### src/rtl/cordic_pkg.sv
// rtl/cordic_pkg.sv - shared CORDIC constants, arctangent table and vectoring FSM state type
// State COMP exists only when CORDIC_VEC_GAIN_COMP_EN is defined.
package cordic_pkg;

    localparam int          CORDIC_ITER = 31;
    localparam logic [31:0] CORDIC_KINV = 32'h9B74EDA8;
    localparam int          XY_W        = 42;
    localparam int          Z_W         = 32;

    typedef enum logic [2:0] {
        IDLE,
        PRE,
        ITER,
`ifdef CORDIC_VEC_GAIN_COMP_EN
        COMP,
`endif
        DONE
    } cordic_state_t;

    // atan(2^-i) scaled so that 2^32 is a full turn, truncated toward zero
    function automatic logic [31:0] cordic_atan(input logic [4:0] idx);
        case (idx)
            5'd0:    return 32'h20000000;
            5'd1:    return 32'h12E4051D;
            5'd2:    return 32'h09FB385B;
            5'd3:    return 32'h051111D4;
            5'd4:    return 32'h028B0D43;
            5'd5:    return 32'h0145D7E1;
            5'd6:    return 32'h00A2F61E;
            5'd7:    return 32'h00517C55;
            5'd8:    return 32'h0028BE53;
            5'd9:    return 32'h00145F2E;
            5'd10:   return 32'h000A2F98;
            5'd11:   return 32'h000517CC;
            5'd12:   return 32'h00028BE6;
            5'd13:   return 32'h000145F3;
            5'd14:   return 32'h0000A2F9;
            5'd15:   return 32'h0000517C;
            5'd16:   return 32'h000028BE;
            5'd17:   return 32'h0000145F;
            5'd18:   return 32'h00000A2F;
            5'd19:   return 32'h00000517;
            5'd20:   return 32'h0000028B;
            5'd21:   return 32'h00000145;
            5'd22:   return 32'h000000A2;
            5'd23:   return 32'h00000051;
            5'd24:   return 32'h00000028;
            5'd25:   return 32'h00000014;
            5'd26:   return 32'h0000000A;
            5'd27:   return 32'h00000005;
            5'd28:   return 32'h00000002;
            5'd29:   return 32'h00000001;
            default: return 32'h00000000;
        endcase
    endfunction

endpackage

### src/rtl/cordic_vec_if.sv
// rtl/cordic_vec_if.sv - operand/result handshake bundle for cordic_vec
interface cordic_vec_if ();

    logic               in_valid;
    logic               in_ready;
    logic signed [39:0] xi;
    logic signed [39:0] yi;
    logic               out_valid;
    logic               out_ready;
    logic        [41:0] mag;
    logic        [31:0] angle;

    modport master (
        output in_valid, xi, yi, out_ready,
        input  in_ready, out_valid, mag, angle
    );

    modport slave (
        input  in_valid, xi, yi, out_ready,
        output in_ready, out_valid, mag, angle
    );

endinterface

### src/rtl/cordic_vec_iter.sv
// rtl/cordic_vec_iter.sv - one combinational CORDIC vectoring micro-rotation
module cordic_vec_iter
    import cordic_pkg::*;
(
    input  logic signed [XY_W-1:0] x,
    input  logic signed [XY_W-1:0] y,
    input  logic        [Z_W-1:0]  z,
    input  logic        [4:0]      i,
    output logic signed [XY_W-1:0] x_next,
    output logic signed [XY_W-1:0] y_next,
    output logic        [Z_W-1:0]  z_next
);

    logic signed [XY_W-1:0] x_sh;
    logic signed [XY_W-1:0] y_sh;
    logic        [Z_W-1:0]  step;

    assign x_sh = x >>> i;
    assign y_sh = y >>> i;
    assign step = cordic_atan(i);

    // drive y toward zero; z accumulates the angle rotated away
    always_comb begin
        x_next = x;
        y_next = y;
        z_next = z;
        if (!y[XY_W-1]) begin
            x_next = x + y_sh;
            y_next = y - x_sh;
            z_next = z + step;
        end else begin
            x_next = x - y_sh;
            y_next = y + x_sh;
            z_next = z - step;
        end
    end

endmodule

### src/rtl/cordic_vec.sv
// rtl/cordic_vec.sv - iterative CORDIC vectoring unit (magnitude, atan2); CORDIC_VEC_GAIN_COMP_EN adds gain compensation
module cordic_vec
    import cordic_pkg::*;
(
    input  logic       clk,
    input  logic       reset_n,
    cordic_vec_if.slave bus
);

    cordic_state_t          state;
    logic signed [XY_W-1:0] x;
    logic signed [XY_W-1:0] y;
    logic        [Z_W-1:0]  z;
    logic        [4:0]      iter_cnt;
    logic                   zero;

    logic signed [XY_W-1:0] x_next;
    logic signed [XY_W-1:0] y_next;
    logic        [Z_W-1:0]  z_next;

    cordic_vec_iter u_iter (
        .x      (x),
        .y      (y),
        .z      (z),
        .i      (iter_cnt),
        .x_next (x_next),
        .y_next (y_next),
        .z_next (z_next)
    );

`ifdef CORDIC_VEC_GAIN_COMP_EN
    logic [XY_W-1:0] comp_mag;

    // x is non-negative after vectoring, so an unsigned Q0.32 multiply is exact
    assign comp_mag = XY_W'(({32'd0, x} * {42'd0, CORDIC_KINV}) >> 32);
`endif

    always_ff @(posedge clk or negedge reset_n) begin
        if (!reset_n) begin
            state         <= IDLE;
            bus.in_ready  <= 1'b1;
            bus.out_valid <= 1'b0;
            bus.mag       <= '0;
            bus.angle     <= '0;
            x             <= '0;
            y             <= '0;
            z             <= '0;
            iter_cnt      <= '0;
            zero          <= 1'b0;
        end else begin
            case (state)
                IDLE: begin
                    if (bus.in_valid && bus.in_ready) begin
                        x            <= {{2{bus.xi[39]}}, bus.xi};
                        y            <= {{2{bus.yi[39]}}, bus.yi};
                        bus.in_ready <= 1'b0;
                        state        <= PRE;
                    end
                end
                PRE: begin
                    // fold the left half-plane into the right so iterations converge
                    if (x[XY_W-1] && !y[XY_W-1]) begin
                        x <= y;
                        y <= -x;
                        z <= 32'h40000000;
                    end else if (x[XY_W-1] && y[XY_W-1]) begin
                        x <= -y;
                        y <= x;
                        z <= 32'hC0000000;
                    end else begin
                        z <= '0;
                    end
                    zero     <= (x == '0) && (y == '0);
                    iter_cnt <= '0;
                    state    <= ITER;
                end
                ITER: begin
                    x        <= x_next;
                    y        <= y_next;
                    z        <= z_next;
                    iter_cnt <= iter_cnt + 5'd1;
                    if (iter_cnt == 5'(CORDIC_ITER - 1)) begin
`ifdef CORDIC_VEC_GAIN_COMP_EN
                        state <= COMP;
`else
                        bus.mag       <= zero ? '0 : $unsigned(x_next);
                        bus.angle     <= zero ? '0 : z_next;
                        bus.out_valid <= 1'b1;
                        state         <= DONE;
`endif
                    end
                end
`ifdef CORDIC_VEC_GAIN_COMP_EN
                COMP: begin
                    bus.mag       <= zero ? '0 : comp_mag;
                    bus.angle     <= zero ? '0 : z;
                    bus.out_valid <= 1'b1;
                    state         <= DONE;
                end
`endif
                DONE: begin
                    if (bus.out_ready) begin
                        bus.out_valid <= 1'b0;
                        bus.in_ready  <= 1'b1;
                        state         <= IDLE;
                    end
                end
                default: state <= IDLE;
            endcase
        end
    end

endmodule

### src/flat_wrapper.sv
// flat-port wrapper written by rule: the top's interface ports become plain ports
module cordic_vec_flat import cordic_pkg::*;
  (clk, reset_n, bus_in_valid, bus_xi, bus_yi, bus_out_ready, bus_in_ready, bus_out_valid, bus_mag, bus_angle);
  cordic_vec_if bus_i ();
  input  logic clk;
  input  logic reset_n;
  input wire logic [$bits(bus_i.in_valid)-1:0] bus_in_valid;
  input wire logic [$bits(bus_i.xi)-1:0] bus_xi;
  input wire logic [$bits(bus_i.yi)-1:0] bus_yi;
  input wire logic [$bits(bus_i.out_ready)-1:0] bus_out_ready;
  output wire logic [$bits(bus_i.in_ready)-1:0] bus_in_ready;
  output wire logic [$bits(bus_i.out_valid)-1:0] bus_out_valid;
  output wire logic [$bits(bus_i.mag)-1:0] bus_mag;
  output wire logic [$bits(bus_i.angle)-1:0] bus_angle;
  assign bus_i.in_valid = bus_in_valid;
  assign bus_i.xi = bus_xi;
  assign bus_i.yi = bus_yi;
  assign bus_i.out_ready = bus_out_ready;
  assign bus_in_ready = bus_i.in_ready;
  assign bus_out_valid = bus_i.out_valid;
  assign bus_mag = bus_i.mag;
  assign bus_angle = bus_i.angle;
  cordic_vec u_core (.clk(clk), .reset_n(reset_n), .bus(bus_i));
endmodule
### config.mk
export PLATFORM = sky130hd
export DESIGN_NAME = cordic_vec_flat
export DESIGN_NICKNAME = d
export VERILOG_FILES = /design/src/rtl/cordic_pkg.sv /design/src/rtl/cordic_vec_if.sv /design/src/rtl/cordic_vec_iter.sv /design/src/rtl/cordic_vec.sv /design/src/flat_wrapper.sv
export SDC_FILE = /design/constraint.sdc
export NUM_CORES = 1
export LEC_CHECK = 0
export BUFFER_PORTS_ARGS = -buffer_cell sky130_fd_sc_hd__buf_2
export CELL_PAD_IN_SITES_DETAIL_PLACEMENT = 0
export CELL_PAD_IN_SITES_GLOBAL_PLACEMENT = 1
export CORE_MARGIN = 1.5
export CORE_UTILIZATION = 52
export CTS_CLUSTER_DIAMETER = 100
export DETAILED_ROUTE_END_ITERATION = 10
export PLACE_DENSITY = 0.95
export SLEW_MARGIN = 0
export SYNTH_ARGS = -nofsm -noshare
export SYNTH_HDL_FRONTEND = slang
export SYNTH_SLANG_ARGS = --single-unit
### constraint.sdc
create_clock -name clk -period 12.3 [get_ports clk]
set_input_delay 1.23 -clock clk [delete_from_list [all_inputs] [get_ports clk]]
set_output_delay 1.23 -clock clk [all_outputs]
set_load 0.02 [all_outputs]
# Word-level counts from Yosys, hierarchy flattened
# Memories as Yosys holds them, arrays and structs flattened.
# Cells that the tools add are included.
dict set report word_totals {
  romBits 960
  memories 1
  ff_bits 201
  output_inout_bits 76
}
dict set report op_classes {
  n_eq_ne 8
  shift 2
  addsub 9
  reduce_logical 17
  muxes 27
}
# name words word_bits rd rd_clocked_by_memory_dff write_ports line
set memory_table {}
lappend memory_table {{(no name shown)} 32 30 1 0 0 cordic_pkg.sv:22} ;# case (idx)
# cell count
set ops {}
lappend ops {{2-to-1 mux 42 bit} 9}
lappend ops {{one-hot mux 42 bit (3 select lines)} 2}
lappend ops {{2-to-1 mux 32 bit} 4}
lappend ops {{adder 42 bit} 2}
lappend ops {{logical NOT 42 bit} 2}
lappend ops {{negation 42 bit} 2}
lappend ops {{>>> shifter 42 x 5 -> 42 bit} 2}
lappend ops {{subtractor 42 bit} 2}
lappend ops {{one-hot mux 32 bit (2 select lines)} 1}
lappend ops {{adder 32 bit} 1}
lappend ops {{subtractor 32 bit} 1}
lappend ops {{one-hot mux 3 bit (4 select lines)} 1}
lappend ops {{AND reduction 3 bit} 4}
lappend ops {{one-hot mux 5 bit (2 select lines)} 1}
lappend ops {{2-to-1 mux 3 bit} 3}
lappend ops {{== test 3 x 2 -> 1 bit, second input constant} 2}
lappend ops {{nonzero test 2 bit} 3}
lappend ops {{adder 5 x 1 -> 5 bit, second input constant} 1}
lappend ops {{== test 5 bit, second input constant} 1}
lappend ops {{logical AND 1 bit} 4}
lappend ops {{2-to-1 mux 1 bit} 4}
lappend ops {{!= test 2 x 1 -> 1 bit, second input constant} 2}
lappend ops {{one-hot mux 1 bit (2 select lines)} 2}
lappend ops {{== test 3 x 1 -> 1 bit, second input constant} 1}
lappend ops {{other kinds (6)} 6}

# Longest topological paths before layout
# Gate-level depths: netlist of the first run.
dict set report logic_depth {
  ltp_word 4
  mapped_depth 31
}

# Modules after synthesis
# From an unflattened synthesis of the first run, not the netlist that was laid out.
dict set report hier_totals {
  hier_cells 3265
  area_unflattened_um2 26929.6
}
# module area_each_um2 instances seq_area_each_um2 cells_per_inst
set by_module_without_submodules {}
lappend by_module_without_submodules {cordic_vec_iter 16105.4 1 0.0 2080}
lappend by_module_without_submodules {cordic_vec 10824.1 1 5006.1 1185}

# Worst setup path after synthesis of the first run
# Ideal clock, no wire load.
dict set report synth_path {
  path_type {register to register}
  start {reg u_core.iter_cnt[1]}
  end {reg u_core.x[41]}
  arrival_time_ns 6.313
  path_buffers 9
  setup_ns 0.120
  slack_ns 5.867
  t_required_ns 12.180
  stages_incl_launch_ff 32
  path_cell_list {dfrtp_1 > buf_6 > buf_8 > buf_8 > buf_6 > buf_6 > buf_4 > buf_2 > mux4_2 > a32oi_1 > o21ai_0 > nor3b_1 > ha_1 > and2_0 > clkbuf_1 > and2_1 > or4b_4 > buf_6 > o21ai_0 > a21boi_0 > o22ai_1 > ha_1 > and2_1 > a22o_1 > nor2_1 > o21ai_0 > a21o_1 > a311o_1 > a41oi_1 > a21oi_1 > xor2_1 > a31o_2}
}
dict set report synth_via {
  elab_chain_cells 4
  elab_cells_between_ends 5
}
# element line
set synth_rtl {}
lappend synth_rtl {{from (decl)} cordic_vec.sv:14} ;# logic [4:0] iter_cnt;
lappend synth_rtl {{from (signal assigned)} cordic_vec.sv:81} ;# iter_cnt <= iter_cnt + 5'd1;
lappend synth_rtl {{>>> shifter 42 x 5 -> 42 bit *} cordic_vec_iter.sv:19} ;# assign y_sh = y >>> i;
lappend synth_rtl {{adder 42 bit / subtractor 42 bit (equally long branches)} {cordic_vec_iter.sv:28, cordic_vec_iter.sv:32}}
lappend synth_rtl {{2-to-1 mux 42 bit *} cordic_vec_iter.sv:27} ;# if (!y[XY_W-1]) begin
lappend synth_rtl {{one-hot mux 42 bit (3 select lines) *} cordic_vec.sv:51} ;# case (state)
lappend synth_rtl {{to (signal assigned)} cordic_vec.sv:54} ;# x <= {{2{bus.xi[39]}}, bus.xi};
lappend synth_rtl {{to (signal assigned)} cordic_vec.sv:63} ;# x <= y;
lappend synth_rtl {{to (signal assigned)} cordic_vec.sv:67} ;# x <= -y;
lappend synth_rtl {{to (decl)} cordic_vec.sv:11} ;# logic signed [XY_W-1:0] x;
# Mark *: on every way between the ends. The rest lies on a longest branch, timed or not.
# A chain may end at the register's enable or synchronous reset.

# Worst setup path in the final report of the first run
dict set report layout_path {
  start {reg u_core.iter_cnt[3]}
  end {reg u_core.x[38]}
}
# The elaborated chain is that of the path after synthesis.

==> results of run 1 <==
==> final timing paths <==
path	from	to	slack, ns	cells past startpoint
worst min register to register	u_core.bus.angle[8]	u_core.bus.angle[8]	0.48	2
worst max register to register	u_core.iter_cnt[3]	u_core.x[38]	3.75	21
min in group asynchronous	reset_n	u_core.bus.angle[10]	0.71	1
max in group asynchronous	reset_n	u_core.y[10]	9.48	3
worst min-delay path	u_core.bus.angle[8]	u_core.bus.angle[8]	0.48	2
worst max-delay path	u_core.iter_cnt[3]	u_core.x[38]	3.75	21
==> registers in the layout (all words and copies together) (netlist names) <==
signal	count
u_core.y	42
u_core.z	32
u_core.zero	1
u_core.bus.angle	32
u_core.bus.out_valid	1
u_core.bus.mag	42
u_core.x	42
u_core.bus.in_ready	1
u_core.state	2
u_core.iter_cnt	5
==> worst register-to-register path, cell delays in order, from the launching register on <==
cell	delay, ns
sky130_fd_sc_hd__dfrtp_4	0.89
sky130_fd_sc_hd__buf_4	0.47
sky130_fd_sc_hd__buf_4	0.64
sky130_fd_sc_hd__mux2i_1	0.47
sky130_fd_sc_hd__mux4_2	0.39
sky130_fd_sc_hd__a2bb2oi_1	0.16
sky130_fd_sc_hd__and3_1	0.24
sky130_fd_sc_hd__or4b_4	0.50
sky130_fd_sc_hd__or3b_1	0.50
sky130_fd_sc_hd__nor4b_2	0.81
sky130_fd_sc_hd__nor2_1	0.12
sky130_fd_sc_hd__a21oi_1	0.17
sky130_fd_sc_hd__o32ai_1	0.11
sky130_fd_sc_hd__ha_1	0.36
sky130_fd_sc_hd__nand3_1	0.11
sky130_fd_sc_hd__or2_2	0.34
sky130_fd_sc_hd__o31ai_1	0.75
sky130_fd_sc_hd__o21ai_0	0.39
sky130_fd_sc_hd__o311ai_0	0.49
sky130_fd_sc_hd__xor2_1	0.22
sky130_fd_sc_hd__o311ai_0	0.15
sky130_fd_sc_hd__a31oi_1	0.20
==> kinds of logic after synthesis <==
family / count (synthesis) / share of synthesized area
buffers and inverters: 369 / 0.0608
flip-flops: 200 / 0.187
multiplexers: 279 / 0.144
adder cells (fa/ha/maj): 138 / 0.0653
AND/OR/NAND/NOR: 953 / 0.173
AO/OA/AOI/OAI: 1123 / 0.285
XOR/XNOR: 259 / 0.0847
==> metal layers <==
| layer | wire length, µm | up-vias |
|---|---|---|
| met5 | 0 | - |
| met4 | 8440 | 0 |
| met2 | 51200 | 1849 |
| met1 | 44400 | 13923 |
| li1 | - | 12418 |
| met3 | 11200 | 411 |
==> layout make-up <==
class | count | area, µm² | share of cell area
diodes | 2 | 5.00 | 0.000177
clock buffers | 17 | 425 | 0.0151
clock inverters | 15 | 223 | 0.00788
inverters | 73 | 274 | 0.00970
multi-input cells | 2752 | 20200 | 0.715
flip-flops and latches | 200 | 5030 | 0.178
well taps | 672 | 841 | 0.0298
repair buffers | 216 | 1240 | 0.0441
==> layout by cell type (no fill, tap or decap), drive strengths merged, types with 13 or more instances in the layout <==
master	count
a211oi	26
a21boi	15
a21o	50
a21oi	237
a221oi	72
a22o	74
a22oi	19
a31oi	38
and2	27
and3	26
buf	215
clkbuf	18
dfrtp	199
ha	135
inv	81
mux2	66
mux2i	134
mux4	79
nand2	286
nand2b	43
nand3	74
nand4	18
nor2	255
nor2b	27
nor3	67
nor3b	14
nor4	22
o211ai	34
o21a	22
o21ai	246
o221ai	13
o22ai	36
o2bb2ai	15
o31ai	68
o41ai	15
or2	20
or3	36
xnor2	154
xor2	105
==> through the flow <==
step           setup slack (ns)  area [µm²]  hold slack [ns]  utilization  instances
2_1_floorplan              5.87       26800            0.461            -       3321
3_3_place_gp               4.08       27600            0.462        0.547       3913
3_5_place_dp               4.02       27600            0.468        0.547       3913
4_1_cts                    3.98       28200            0.490        0.560       3945
5_1_grt                    3.14       28200            0.523        0.560       3946
6_report                   3.75       28200            0.483        0.560       3947
==> flow_results.org, run 1 <==
** Synthesis
- For this run, the leading register cell type out of synthesis is sky130_fd_sc_hd__dfrtp_1.
- By area the synthesized netlist is led by sky130_fd_sc_hd__dfrtp_1, sky130_fd_sc_hd__mux4_2, sky130_fd_sc_hd__ha_1.
- Yosys mapped the design onto around 100 distinct sky130hd cell types.
- Portion of the post-synthesis area used by sequential elements :: 0.187
- Most frequent cell after synthesis :: sky130_fd_sc_hd__nand2_1
- Number of warnings printed during yosys synthesis :: 0
- The mapped netlist covers 0.0268 mm².
- Number of nets in the synthesized netlist :: roughly 3500
- By count the netlist is led by sky130_fd_sc_hd__nand2_1, sky130_fd_sc_hd__nor2_1, sky130_fd_sc_hd__o21ai_0, sky130_fd_sc_hd__a21oi_1, sky130_fd_sc_hd__dfrtp_1.
- Synthesis produced a netlist whose cell count is approximately 3300.
- Mean area per synthesized cell :: 8.07 µm²
- In this run, synthesis produced a sequential element count of 200.
- Share of synthesized registers carrying an async set or reset :: 1.00
- The synthesized design contains 0 enable-type register cells.
- Library cell with the largest summed area after synthesis :: sky130_fd_sc_hd__dfrtp_1
- Top-area cell type share of the netlist area :: 0.186

** Layout
- Number of filler cells placed in the layout :: 4747
- After the last flow step, the layout net total stands at about 3500.
- Area overhead of the layout relative to synthesis :: 5.46%
- Proportion of layout cells with a drive suffix above 1 :: 0.141

** Clocking
- The clock reaches the later pin of the worst-skew pair after ~0.52 ns.
- Buffers inserted to repair hold after CTS numbered 0.
- Number of H-tree branching levels :: 4
- TritonCTS Buffers :: 17
- TritonCTS built the clock tree.
- Clk slew on worst S/H paths :: 0.10 ns
- The clock net in this run drives a total of 200 sinks.
- Counting along the longest clock path gives a buffer depth of 2.
- The number of gates resized after CTS was 0.
- Once the clock tree was built, the setup fixing pass inserted 0 buffers.
- Root buffer selected by CTS :: sky130_fd_sc_hd__clkbuf_16

** Critical path
- STA classifies the critical path endpoint as a register.
- Biggest fanout along the worst timing path :: 68
- The slowest stage of the critical path belongs to the cell sky130_fd_sc_hd__dfrtp_4.
- For the worst setup path, the data required time is around 13 ns.
- Data arrival time of the critical path :: 8.99 ns
- In this design, the stage delay of the slowest critical-path cell is between 0.8 and 0.9 ns.
- Number of buffers and inverters on the critical path :: 2
- Gate family responsible for the most delay along the worst path :: simple AND/OR/NAND/NOR gates
- The setup path with the least slack is of type reg2reg.
- Startpoint kind of the worst setup timing path :: register
- Cells along the critical path :: buf_4 > buf_4 > mux2i_1 > mux4_2 > a2bb2oi_1 > and3_1 > or4b_4 > or3b_1 > nor4b_2 > nor2_1 > a21oi_1 > o32ai_1 > ha_1 > nand3_1 > or2_2 > o31ai_1 > o21ai_0 > o311ai_0 > xor2_1 > o311ai_0 > a31oi_1

** Floorplanning
- From left edge to right edge, the die measures between 200 and 250 µm.
- Initial Utilization :: 0.531
- Die height :: around 230 µm
- The floorplan step defined a core boundary enclosing ~0.05 mm².
- Ports placed on the boundary :: 160
- Cell row count :: just over 80
- The floorplan step defined a die boundary enclosing ~0.053 mm².

** GRT
- Entering global routing, the biggest net connects 125 pins.
- The initial antenna violation count was 1.
- Sum of overflow across all layers after global routing :: 0
- Met1 GRT Util :: 0.532
- Met3 Use GR :: 0.0947
- In the global route stage, met2 resource usage came out at 0.662.
- Most crowded layer after global routing :: met2
- Via count of the first global-routing pass :: approximately 27000
- First-pass GRT wire length :: around 170000 µm
- GRT Overall Usage :: 0.426

** Outcome
- Result of the run :: completed

** STA
- Timing would allow up to ~120 MHz.
- Sum of negative setup slack :: 0 ns
- Tightest Pin Transition :: ~1.3 ns
- The number of max-slew violations in the final report was 0.
- In the finished design, the share of the clock period the worst path needs comes to 0.695.
- Unrepaired setup endpoints after global routing :: no
- In this run the tightest slew margin relative to its limit is 0.128.
- Final min period :: around 8.5 ns
- For the final database, setup skew stands at 0.0210 ns.
- Final hold violations :: 0
- Setup violations remaining at the end of the flow were counted as 0.

** Routing
- After detailed routing, the total wire length is ~120000 µm.
- Routed length per placed instance :: slightly below 30 µm
- Across all layers, the routed design uses between 20000 and 30000 vias.
- First drt pass iteration count :: 6
- Via count normalized by instance count :: around 7.2
- In the routed design, unresolved DRC markers number 0.
- The count of nets left with antenna violations once routing finished came out at 0.
- In this run, the number of DRC markers left after iteration 0 of detailed routing was 3706.

** Run
- Across the run, the number of max-cap violations was 0.

** Place
- Post-detail-place hpwl :: ~85000 µm
- Input and output buffers added on the ports amount to between 150 and 200.
- Final weighted congestion in routability-driven placement :: about 1.0

** Hold path
- In this run the worst hold path is classified as reg2reg.
Power of run 1 is left out: the tool's default activity adds up to more than one toggle a clock period on the data nets, which glitch-free logic cannot reach.
==> run 2, diff against run 1 <==
ABC_AREA = 1   (was default)
CORE_UTILIZATION = 44   (was 52)
PLACE_DENSITY = 0.92   (was 0.95)
clock period = 7.9 ns   (was 12.3 ns; I/O delays follow)
==> run 2 against run 1 <==
- die area rose by 14%
- clock-buffer cell count unchanged
- non-clock buffer count decreased by 10
==> flow_results.org, run 2 <==
** Routing
- The number of DRC violations after detailed routing came to 0 (unchanged).
- Via count normalized by instance count :: 6.03 (was 7.25)
- The number of search-and-repair iterations in the first detailed-routing pass came to 7 (was 6).
- Total wire length after detailed routing :: 123000 µm (was 115000 µm)
- Routed length per placed instance :: 23.6 µm (was 29.2 µm)
- The violation count after the first detailed-route iteration is 4217 (was 3706).
- The remaining number of nets flagged by the antenna check after routing is 0 (unchanged).
- The count of vias placed by the detailed router is 31552 (was 28601).

** Critical path
- The type of element capturing the critical path is a register (unchanged).
- Startpoint kind of the worst setup timing path :: register (unchanged)
- The data arrival time at the worst-slack endpoint is 7.05 ns (was 8.99 ns).
- The cell with the largest stage delay on the worst path is sky130_fd_sc_hd__inv_2 (was sky130_fd_sc_hd__dfrtp_4).
- Cell type with the highest occurrence count on the critical path :: sky130_fd_sc_hd__nand2_1
- RR Startpoint :: u_core.iter_cnt[0] (was u_core.iter_cnt[3])
- The launch point of the worst path is u_core.iter_cnt[0] (was u_core.iter_cnt[3]).
- Biggest fanout along the worst timing path :: 56 (was 68)
- Delay of the slowest critical-path stage :: 0.77 ns (was 0.89 ns)
- The critical setup path kind is reg2reg (unchanged).
- The required time reported for the critical path endpoint came to 8.32 ns (was 12.74 ns).

** Clocking
- The maximum clock path buffer count was 2 (unchanged).
- The CTS tree was built (unchanged).
- CTS Hold Bufs :: 0 (unchanged)
- Post-CTS resize count :: 0 (unchanged)
- Setup Buffers After CTS :: 0 (unchanged)
- The number of sinks handled by clock tree synthesis was 200 (unchanged).
- The CTS H-tree depth is 4 (unchanged).
- Root buffer selected by CTS :: sky130_fd_sc_hd__clkbuf_16 (unchanged)
- TritonCTS Buffers :: 17 (unchanged)
- The clock-pin slew on the worst setup and hold paths is 0.09 ns (was 0.10 ns).
- Clock insertion delay at the later pin of the skew report :: 0.53 ns (was 0.52 ns)

** Layout
- Most used cells in the layout excluding fill and tap cells: sky130_fd_sc_hd__nand2_1, sky130_fd_sc_hd__nand3_1, sky130_fd_sc_hd__nor2_1 (was sky130_fd_sc_hd__nand2_1, sky130_fd_sc_hd__nor2_1, sky130_fd_sc_hd__o21ai_0).
- The storage element area was 0.00501 mm² (was 0.00503 mm²).
- The ratio of cells with drive above 1 in the final layout was 0.0809 (was 0.141).
- The area used by multi-input combinational logic came to 0.0184 mm² (was 0.0202 mm²).
- The count of filler cells inserted in the layout came to 6278 (was 4747).
- Most common cell after layout, fill and taps aside :: sky130_fd_sc_hd__nand2_1 (unchanged)
- Area overhead of the layout relative to synthesis :: 7.34% (was 5.46%)
- The number of nets in the finished design is 4670 (was 3482).
- Biggest registers after layout: u_core.bus.mag (42), u_core.x (42), u_core.y (42) (unchanged).

** Synthesis
- Most frequent cell after synthesis :: sky130_fd_sc_hd__nand2_1 (unchanged)
- Distinct cell type count of the synthesized netlist :: 68 (was 104)
- Number of cells produced by synthesis :: 4421 (was 3321)
- The portion of synthesized cell area occupied by the leading cell type is 0.192 (was 0.186).
- Predominant post-synthesis flop cell :: sky130_fd_sc_hd__dfrtp_1 (unchanged)
- The post-synthesis cell type with the largest combined area is sky130_fd_sc_hd__dfrtp_1 (unchanged).
- Number of nets in the synthesized netlist :: 4643 (was 3543)
- Count of flip-flops with a built-in enable after synthesis :: 0 (unchanged)
- Cell area after synthesis :: 0.0259 mm² (was 0.0268 mm²)
- Number of warnings printed during yosys synthesis :: 0 (unchanged)
- The post-synthesis async set-or-reset flop share came to 1.00 (unchanged).
- The synthesized area per cell was 5.87 µm² (was 8.07 µm²).
- Most frequent cells after synthesis: sky130_fd_sc_hd__nand2_1, sky130_fd_sc_hd__nand3_1, sky130_fd_sc_hd__nor2_1, sky130_fd_sc_hd__inv_1, sky130_fd_sc_hd__o21ai_0 (was sky130_fd_sc_hd__nand2_1, sky130_fd_sc_hd__nor2_1, sky130_fd_sc_hd__o21ai_0, sky130_fd_sc_hd__a21oi_1, sky130_fd_sc_hd__dfrtp_1).
- Flip-flop and latch count after synthesis :: 200 (unchanged)
- Cell types occupying the most area after synthesis :: sky130_fd_sc_hd__dfrtp_1, sky130_fd_sc_hd__nand2_1, sky130_fd_sc_hd__nand3_1 (was sky130_fd_sc_hd__dfrtp_1, sky130_fd_sc_hd__mux4_2, sky130_fd_sc_hd__ha_1)
- The proportion of synthesized chip area in sequential cells came to 0.193 (was 0.187).

** GRT
- GRT Overall Usage :: 0.404 (was 0.426)
- Met3 Use GR :: 0.110 (was 0.0947)
- Most crowded layer after global routing :: met2 (unchanged)
- The pin count of the biggest net entering global routing came to 103 (was 125).
- Met1 GRT Util :: 0.530 (was 0.532)
- Number of antenna violations at the first check in global routing :: 5 (was 1)
- Sum of overflow across all layers after global routing :: 0 (unchanged)
- First-pass GRT wire length :: 182000 µm (was 172000 µm)
- The fraction of met2 tracks used by global routing is 0.590 (was 0.662).
- Via count of the first global-routing pass :: 28816 (was 27121)

** Floorplanning
- Area of the die :: 0.0604 mm² (was 0.0529 mm²)
- The width of the die was 246 µm (was 230 µm).
- The effective utilization at floorplan came to 0.447 (was 0.531).
- Die height :: 246 µm (was 230 µm)
- The top-level I/O count came to 160 (unchanged).
- The number of cell rows is 88 (was 82).
- Placeable core region :: 0.0580 mm² (was 0.0505 mm²)

** Hold path
- Type of the tightest min-delay check :: in2async (was reg2reg)

** STA
- Sum of negative setup slack :: 0 ns (unchanged)
- Final clock period utilization by the worst path :: 0.839 (was 0.695)
- The tightest slew margin relative to the limit came to 0.215 (was 0.128).
- The number of max-slew violations in the final report is 0 (unchanged).
- Fmax :: 151 MHz (was 117 MHz)
- Final hold violations :: 0 (unchanged)
- Final-report setup violation count :: 0 (unchanged)
- Final min period :: 6.63 ns (was 8.55 ns)
- Unrepaired setup endpoints after global routing: no (unchanged).
- The actual transition at the worst max-transition pin was 1.17 ns (was 1.30 ns).
- Layout Skew :: 0.0245 ns (was 0.0210 ns)

** Run
- The number of violations of the max-capacitance limit came to 0 (unchanged).

** Place
- The last weighted congestion value of the routability-driven placer came to 1.03 (was 1.02).
- The detailed placement HPWL was 95500 µm (was 84900 µm).
- The number of port buffers was 159 (unchanged).

** Outcome
- Result of the run :: completed (unchanged)
-- run 2: changes by cell type after synthesis, sizes merged, moves of 79 or more --
cell | previous run | this run
nand3 | 74 | 619
mux4 | 79 | 0
inv | 72 | 436
mux2i | 134 | 2
nand2 | 286 | 1222
xnor2 | 154 | 42
clkbuf | 199 | 102
nor2 | 255 | 437
o21ai | 246 | 371
-- run 2: routing by layer --
metal / share of wire / up-vias
li1: - / 14874
met1: 0.41 / 14494
met2: 0.41 / 1825
met3: 0.12 / 353
met4: 0.067 / 6
met5: 0.00026 / -
-- run 2: critical path: cells and delay by family (launching register included) --
| family | cells | cell delay (ns) |
|---|---|---|
| compound gates | 6 | 1.88 |
| simple gates | 17 | 1.71 |
| buf+inv | 6 | 1.45 |
| fa+ha+maj | 2 | 0.61 |
| flops | 1 | 0.50 |
| xor+xnor | 1 | 0.34 |
-- run 2: cell families after synthesis --
group	share of synthesized area
fa+ha+maj	0.0675
mux	0.000772
xor+xnor	0.0490
simple gates	0.405
compound gates	0.186
buf+inv	0.0982
flops	0.193
-- run 2: cell type report --
| class | count | area share |
|---|---|---|
| Clock buffer | 17 | 0.0153 |
| Clock inverter | 15 | 0.00697 |
| Sequential cell | 200 | 0.180 |
| Antenna cell | 5 | 0.000450 |
| Timing Repair Buffer | 206 | 0.0416 |
| Multi-Input combinational cell | 3584 | 0.662 |
| Inverter | 439 | 0.0593 |
| Tap cell | 765 | 0.0344 |
-- run 2: worst paths after layout --
path	endpoint	slack, ns	cells after the start
worst max-delay path	u_core.x[23]	1.27	32
worst min-delay path	u_core.bus.mag[38]	0.27	1
worst max register to register	u_core.x[23]	1.27	32
worst min register to register	u_core.bus.angle[23]	0.48	2
max in group asynchronous	u_core.y[24]	6.19	2
min in group clk	u_core.bus.angle[23]	0.48	2
-- run 2: stage by stage --
step | utilization | hold slack [ns] | std cells | setup slack (ns) | instance area [µm²]
floorplan | - | 0.447 | 4421 | 3.34 | 25900
global placement | 0.469 | 0.458 | 5194 | 1.56 | 27200
detailed placement | 0.469 | 0.462 | 5194 | 1.68 | 27200
CTS | 0.479 | 0.286 | 5226 | 1.63 | 27800
global route | 0.479 | 0.305 | 5226 | 1.06 | 27800
finish | 0.480 | 0.275 | 5231 | 1.27 | 27800
Power of run 2 is left out for the same reason.
